--- src/rtl/ap_pkg.sv ---
// Shared associative-processor definitions: op encodings, sequencer states and
// the per-op pass tables used by the decoder, sequencer and array model.
package ap_pkg;

  typedef enum logic [1:0] {
    AP_OP_ADD  = 2'd0,
    AP_OP_NOT  = 2'd1,
    AP_OP_CLRC = 2'd2,
    AP_OP_RSVD = 2'd3
  } ap_op_e;

  typedef enum logic [2:0] {
    ST_IDLE,
    ST_INIT,
    ST_CMP,
    ST_WR,
    ST_DONE
  } ap_state_e;

  localparam logic [2:0] AP_NPASS_ADD = 3'd4;
  localparam logic [2:0] AP_NPASS_NOT = 3'd1;

  // Element [0] is pass 1. The order is such that no pass matches an earlier result.
  localparam logic [3:0][2:0] AP_ADD_KEY  = {3'b110, 3'b100, 3'b001, 3'b011};
  localparam logic [3:0][1:0] AP_ADD_WR   = {2'b10, 2'b01, 2'b01, 2'b10};
  localparam logic [2:0]      AP_ADD_MASK = 3'b111;

  // NOT matches every row; the cell writes ~B on pass 1, so wr_data is a don't-care zero.
  localparam logic [2:0] AP_NOT_KEY  = 3'b000;
  localparam logic [2:0] AP_NOT_MASK = 3'b000;
  localparam logic [1:0] AP_NOT_WR   = 2'b00;

  localparam logic [2:0] AP_INIT_MASK = 3'b100;

  function automatic logic [2:0] ap_npass(input ap_op_e op);
    case (op)
      AP_OP_ADD: return AP_NPASS_ADD;
      AP_OP_NOT: return AP_NPASS_NOT;
      default:   return 3'd0;
    endcase
  endfunction

endpackage

--- src/rtl/ap_pass_rom.sv ---
// Combinational pass-table lookup: (op, pass number) -> compare key/mask and write data.
module ap_pass_rom
  import ap_pkg::*;
(
  input  ap_op_e      op,
  input  logic [2:0]  pass_cnt,
  output logic [2:0]  key,
  output logic [2:0]  mask,
  output logic [1:0]  wr_data
);

  logic [1:0] idx;
  assign idx = pass_cnt[1:0] - 2'd1;

  always_comb begin
    key     = '0;
    mask    = '0;
    wr_data = '0;
    case (op)
      AP_OP_ADD: begin
        if (pass_cnt >= 3'd1 && pass_cnt <= 3'd4) begin
          key     = AP_ADD_KEY[idx];
          mask    = AP_ADD_MASK;
          wr_data = AP_ADD_WR[idx];
        end
      end
      AP_OP_NOT: begin
        key     = AP_NOT_KEY;
        mask    = AP_NOT_MASK;
        wr_data = AP_NOT_WR;
      end
      default: ;
    endcase
  end

endmodule

--- src/rtl/ap_pass_sequencer.sv ---
// Bit-serial pass sequencer: for each bit slice issues compare/write cycle pairs
// per pass of the latched op, driving the associative cell arrays.
module ap_pass_sequencer
  import ap_pkg::*;
#(
  parameter int WORD_WIDTH = 16,
  parameter int BIT_W      = 4
) (
  input  logic             clk,
  input  logic             rst_In,
  input  logic             start,
  input  logic [1:0]       op,
  input  logic             hold,
  output logic             ready,
  output logic             busy,
  output logic             done,
  output logic [BIT_W-1:0] bit_idx,
  output logic             cmp_en,
  output logic [2:0]       key,
  output logic [2:0]       mask,
  output logic             wr_en,
  output logic [1:0]       wr_data,
  output logic [2:0]       pass
);

  ap_state_e        state, state_d;
  ap_op_e           op_q, op_d;
  logic [BIT_W-1:0] bit_q, bit_d;
  logic [2:0]       pass_q, pass_d;
  logic [2:0]       rom_key, rom_mask;
  logic [1:0]       rom_wr;

  ap_pass_rom u_rom (
    .op      (op_q),
    .pass_cnt(pass_q),
    .key     (rom_key),
    .mask    (rom_mask),
    .wr_data (rom_wr)
  );

  // Hold freezes every register outside IDLE; outputs are decoded from them only.
  always_ff @(posedge clk or posedge rst_In) begin
    if (rst_In) begin
      state  <= ST_IDLE;
      op_q   <= AP_OP_ADD;
      bit_q  <= '0;
      pass_q <= '0;
    end else if (!(hold && state != ST_IDLE)) begin
      state  <= state_d;
      op_q   <= op_d;
      bit_q  <= bit_d;
      pass_q <= pass_d;
    end
  end

  always_comb begin
    state_d = state;
    op_d    = op_q;
    bit_d   = bit_q;
    pass_d  = pass_q;
    done    = 1'b0;
    cmp_en  = 1'b0;
    key     = '0;
    mask    = '0;
    wr_en   = 1'b0;
    wr_data = '0;
    pass    = '0;
    case (state)
      ST_IDLE: begin
        if (start) begin
          op_d   = ap_op_e'(op);
          bit_d  = '0;
          pass_d = 3'd1;
          case (ap_op_e'(op))
            AP_OP_ADD, AP_OP_CLRC: state_d = ST_INIT;
            AP_OP_NOT:             state_d = ST_CMP;
            default:               state_d = ST_DONE;
          endcase
        end
      end
      ST_INIT: begin
        wr_en   = 1'b1;
        mask    = AP_INIT_MASK;
        state_d = (op_q == AP_OP_CLRC) ? ST_DONE : ST_CMP;
      end
      ST_CMP: begin
        cmp_en  = 1'b1;
        key     = rom_key;
        mask    = rom_mask;
        state_d = ST_WR;
      end
      ST_WR: begin
        wr_en   = 1'b1;
        pass    = pass_q;
        wr_data = rom_wr;
        if (pass_q < ap_npass(op_q)) begin
          pass_d  = pass_q + 3'd1;
          state_d = ST_CMP;
        end else if (bit_q < BIT_W'(WORD_WIDTH - 1)) begin
          bit_d   = bit_q + 1'b1;
          pass_d  = 3'd1;
          state_d = ST_CMP;
        end else begin
          state_d = ST_DONE;
        end
      end
      ST_DONE: begin
        done    = 1'b1;
        state_d = ST_IDLE;
      end
      default: state_d = ST_IDLE;
    endcase
  end

  assign ready   = (state == ST_IDLE);
  assign busy    = ~ready;
  assign bit_idx = bit_q;

endmodule

--- config.mk ---
export PLATFORM = sky130hd
export DESIGN_NAME = ap_pass_sequencer
export DESIGN_NICKNAME = d
export VERILOG_FILES = /design/src/rtl/ap_pkg.sv /design/src/rtl/ap_pass_rom.sv /design/src/rtl/ap_pass_sequencer.sv
export SDC_FILE = /design/constraint.sdc
export NUM_CORES = 1
export LEC_CHECK = 0
export ABC_AREA = 1
export BUFFER_PORTS_ARGS = -buffer_cell sky130_fd_sc_hd__buf_2
export CORE_MARGIN = 10
export CORE_UTILIZATION = 45
export CTS_CLUSTER_SIZE = 8
export DETAILED_ROUTE_END_ITERATION = 8
export PLACE_DENSITY = 0.7
export SLEW_MARGIN = 20
export SYNTH_ARGS = -nofsm -noshare
export SYNTH_HDL_FRONTEND = slang
export SYNTH_SLANG_ARGS = --single-unit
--- constraint.sdc ---
create_clock -name clk -period 2.7 [get_ports clk]
set_clock_uncertainty 0.2 [all_clocks]
set_input_delay 0.405 -clock clk [delete_from_list [all_inputs] [get_ports clk]]
set_output_delay 0.405 -clock clk [all_outputs]
set_load 0.02 [all_outputs]
# Word level (Yosys, flattened, before mapping)
# Cells that the tools add are included.
# totals
register_bits	12
out_inout_bits	20
elab_cells	72
# op_classes
addsub	3
magnitude_cmp	5
n_eq_ne	12
mux	33
n_bitwise	2
reduce_logical	13
# ops
cell	count
$mux 3	15
$pmux 3 s2	4
$mux 4	3
$pmux 3 s4	1
$mux 2	4
$pmux 4 s2	1
$bmux 3 s2	1
$eq 3x2->1 const B	2
$ne 2x2->1 const B	3
$reduce_and 5->1	1
$add 4x1->4 const B	1
$bmux 2 s2	1
$eq 2x1->1 const B	2
$eq 2x2->1 const B	2
$logic_not 2->1	2
$lt 4x4->1 const B	1
$reduce_and 4->1	1
$reduce_or 2->1	2
$add 3x1->3 const B	1
$eq 3x1->1 const B	1
$eq 3x3->1 const B	1
$ge 3x1->1 const B	1
$le 3x3->1 const B	1
$logic_not 3->1	1
11 further kinds	15

# Longest topological paths before layout
# depth
ltp_word	6
depth_mapped	10

# Modules after synthesis
# Synthesis repeated with hierarchy kept, for this count alone.
# unflattened
hier_cells	165
hier_area_um2	1072.3
# by_module_without_submodules
module	instances	cells_per_inst	area_per_inst_um2	seq_area_each_um2
ap_pass_sequencer	1	140	939.7	300.3
ap_pass_rom	1	25	132.6	0.0

# Worst setup path after synthesis
# OpenSTA, ideal clock, no wires.
# synth_timing
kind	register to output
from	register state[0]
to	output mask[1]
arrival_time_ns	1.608
slack_ns	0.487
stages_incl_launch_ff	7
path_cell_list	dfrtp_1 -> nor2_2 -> inv_1 -> nor2_1 -> nand3_1 -> inv_1 -> buf_4
# synth_via
elab_chain_cells	2
elab_cells_between_ends	3
classes_between	eq/ne: 2; mux: 1
# synth_lines
element	line_no	text
start, declared	ap_pass_sequencer.sv:26	ap_state_e state, state_d;
start signal, assigned	ap_pass_sequencer.sv:49	state <= state_d;
$eq 3x2->1 / $eq 3x1->1 (equally long branches)	ap_pass_sequencer.sv:68	case (state)
$pmux 3 s2 *	ap_pass_sequencer.sv:68	
end, declared	ap_pass_sequencer.sv:20	output logic [2:0] mask,
# Mark *: on every way between the ends. The rest lies on a longest branch, timed or not.

# Final worst setup path
# layout_timing
from	register pass_q[0]
to	output key[1]
# layout_via
elab_chain_cells	6
elab_cells_between_ends	9
classes_between	add/sub: 1; order compare: 2; mux: 5; reduce/logical: 1
# layout_lines
element	line_no	text
start, declared	ap_pass_sequencer.sv:29	logic [2:0] pass_q, pass_d;
start signal, assigned	ap_pass_sequencer.sv:52	pass_q <= pass_d;
$sub 2x1->2	ap_pass_rom.sv:13	assign idx = pass_cnt[1:0] - 2'd1;
$bmux 3 s2	ap_pass_rom.sv:22	key = AP_ADD_KEY[idx];
$mux 3 (not written as such)	ap_pass_rom.sv:22	
$mux 3 *	ap_pass_rom.sv:21	if (pass_cnt >= 3'd1 && pass_cnt <= 3'd4) begin
$mux 3 *	ap_pass_rom.sv:19	case (op)
$mux 3 *	ap_pass_sequencer.sv:68	
end, declared	ap_pass_sequencer.sv:19	output logic [2:0] key,
# Mark *: on every way between the ends. The rest lies on a longest branch, timed or not. The select of a mux whose other input is x is not followed.

==> results.ini <==
[run_status]
status = complete, no violations

[worst_setup_path]
r2r_end = bit_idx[1]$_DFFE_PP0P_
r2r_slack_ns = 0.74
path_cells = inv_1 -> ha_1 -> xnor2_1 -> nand3_1 -> nor3_1 -> buf_2
reg2reg_depth = 10
startpoint = pass_q[0]$_DFFE_PP0P_
cp-end-kind = primary output
cp.arrival_ns = 1.82
cp.depth = 6
path_buf_inv = 2
crit_slowest_cell = dfrtp_1
cp_slowest_stage_delay_ns = 0.43
worstSetupStartpointType = flop
cp-endpoint = key[1]
worstPathMaxFanout = 5
crit_type = reg2out
cp.required_ns = 2.10
rr_startpoint = op_q[1]$_DFFE_PP0P_
cp_top_family = flip-flops

[final_layout]
drive_above_1_share_pct = 21.64
seqCellArea_um2 = 300.3
antennaDiodeCount = 0
multi_input_area_um2 = 558.0
area_growth_pct = 19.50
final_nets = 183
fillCellCount = 197

[grt]
grt_pass1_wl_um = 4071
grt_pass1_vias = 951
antenna_found_initial = 0
grt_util_all_layers_pct = 11.29
grt_start_max_net_pins = 13
overflow = 0

[placed_design]
hpwl_um = 1876
place_congestion = 0.8405
port_buffers = 25

[floorplanning]
rows = 16
die_h_um = 66.09
initial_core_util_pct = 48.23
core_region_area_um2 = 1982
die_w_um = 66.09
io_pins = 26
dieArea_um2 = 4368

[logic_synthesis]
synth_edf_count = 0
yosysSeqAreaShare_pct = 31.41
synth_nets = 154
synth_area_um2 = 955.9
synth_seq_cells = 12
synth_common_cells = 40 x nand2_1, 23 x nor2_1, 20 x inv_1
synthCells = 143
synth_most_common_cell = nand2_1
yosysTopAreaCell = dfrtp_1
synthTopCellsByArea = dfrtp_1 31%, nand2_1 16%, nor2_1 9.0%
yosys.area.top_type_share_pct = 31.41
async_flop_share_pct = 100.0
synth_warnings = 0
synth_ff_type = dfrtp_1
synthDistinctLibCells = 23
avgSynthCellArea_um2 = 6.685

[routing]
route.vias.total = 978
drtPass1Iterations = 5
wl_um = 2352
dr.first_iter.drc_count = 44
drc = 0
vias_per_cell = 4.939
ant_nets = 0
drt-wirelength-per-cell_um = 11.88

[power_and_ir_drop]
peakVddDrop_mv = 0.7161
p_per_area_nw_per_um2 = 1075
p_leak_uw = 0.0006474

[sta]
fin_crit_ns = 2.424
drv_slew = 0
finalHoldViolCount = 0
max_clock_freq_mhz = 412.5
min_period_over_period_pct = 89.78
slew_headroom_pct = 66.85
whs_ns = 0.2126
rsz0062_at_grt = no
setup_violations = 0
finalSetupTns_ns = 0
tightestPinTransition_ns = 0.4967

[clocking]
cts_max_level = 1
numCtsBuffers = 3
cts_buffer_depth = 2
cts.root.buffer_cell = clkbuf_4
cts_tree = built
cts.sinks = 12
clk_pin_slew_worst_paths_ns = 0.08
clock_latency_ns = 0.27

[worst_hold_path]
hold_class = in2reg

[flow_run]
maxCapViolations = 0

==> logic make-up after synthesis <==
kind of cell	Yosys count	synth area share, %
and+or+nand+nor	92	43.72
buffers and inverters	23	10.21
DFF	12	31.41
AOI/OAI and AO/OA	9	6.283
adders and majority gates	5	6.545
xor gates and xnor gates	2	1.833
==> layer usage <==
metal / GRT usage (%) / share of wire (%) / up-vias
li1: - / - / 508
met1: 13.42 / 44 / 427
met4: 4.712 / 1.3 / 0
met3: 3.898 / 11 / 5
met5: 0 / 0 / -
met2: 17.94 / 44 / 38
==> repair_timing <==
action | CTS | global route
hold endpoints to repair | 12 | 0
gates resized for setup | 0 | 0
buffers inserted | 0 | 0
hold buffers | 1 | 0
==> how the worst min path moves through the flow <==
| stage | startpoint | to | cells after the start |
|---|---|---|---|
| after floorplan | rst_In | bit_idx[0]$_DFFE_PP0P_ | 1 |
| after global placement | rst_In | state[0]$_DFFE_PP0P_ | 2 |
| after detailed placement | rst_In | state[0]$_DFFE_PP0P_ | 2 |
| after CTS | op[0] | op_q[0]$_DFFE_PP0P_ | 3 |
| after global routing | op[0] | op_q[0]$_DFFE_PP0P_ | 3 |
| final | op[0] | op_q[0]$_DFFE_PP0P_ | 3 |
==> flip-flops by register name, indices dropped and copies added, names as in the netlist <==
register / count
pass_q: 3
state: 3
op_q: 2
bit_idx: 4
==> tightest hold or removal path, cell delays in order <==
cell and delay [ns]:
buf_2 0.11, nor2_1 0.09, a21oi_1 0.04
==> cell type report <==
cell class / instances / area share (%)
Clock buffer: 4 / 3.176
Inverter: 21 / 6.900
Multi-Input combinational cell: 108 / 48.85
Sequential cell: 12 / 26.29
Tap cell: 27 / 2.957
Timing Repair Buffer: 26 / 11.83
==> per-stage QoR <==
stage	power, uW	setup WS (ns)	instances	utilization, %	area (um^2)
after floorplan	900.9	0.4869	143	-	955.9
after global placement	1069	0.6639	193	55.30	1096
after detailed placement	1088	0.5764	193	55.30	1096
after CTS	1237	0.2678	198	57.64	1142
after global routing	1358	0.04700	198	57.64	1142
final	1228	0.2760	198	57.64	1142
==> cell usage in the layout (no fill, tap or decap), types with 3 or more instances in the layout <==
cell type / n
nand2_1: 40
buf_2: 25
nor2_1: 23
inv_1: 20
nand3_1: 15
dfrtp_1: 12
a21oi_1: 6
ha_1: 5
nor3_1: 3
clkbuf_4: 3
==> power breakdown <==
part | total, uW | internal [uW] | switching, uW
logic | 757 | 245 | 512
clock network | 146 | 82.0 | 64.1
registers | 324 | 240 | 83.7
No activity file was read; power rests on OpenSTA's default activity.
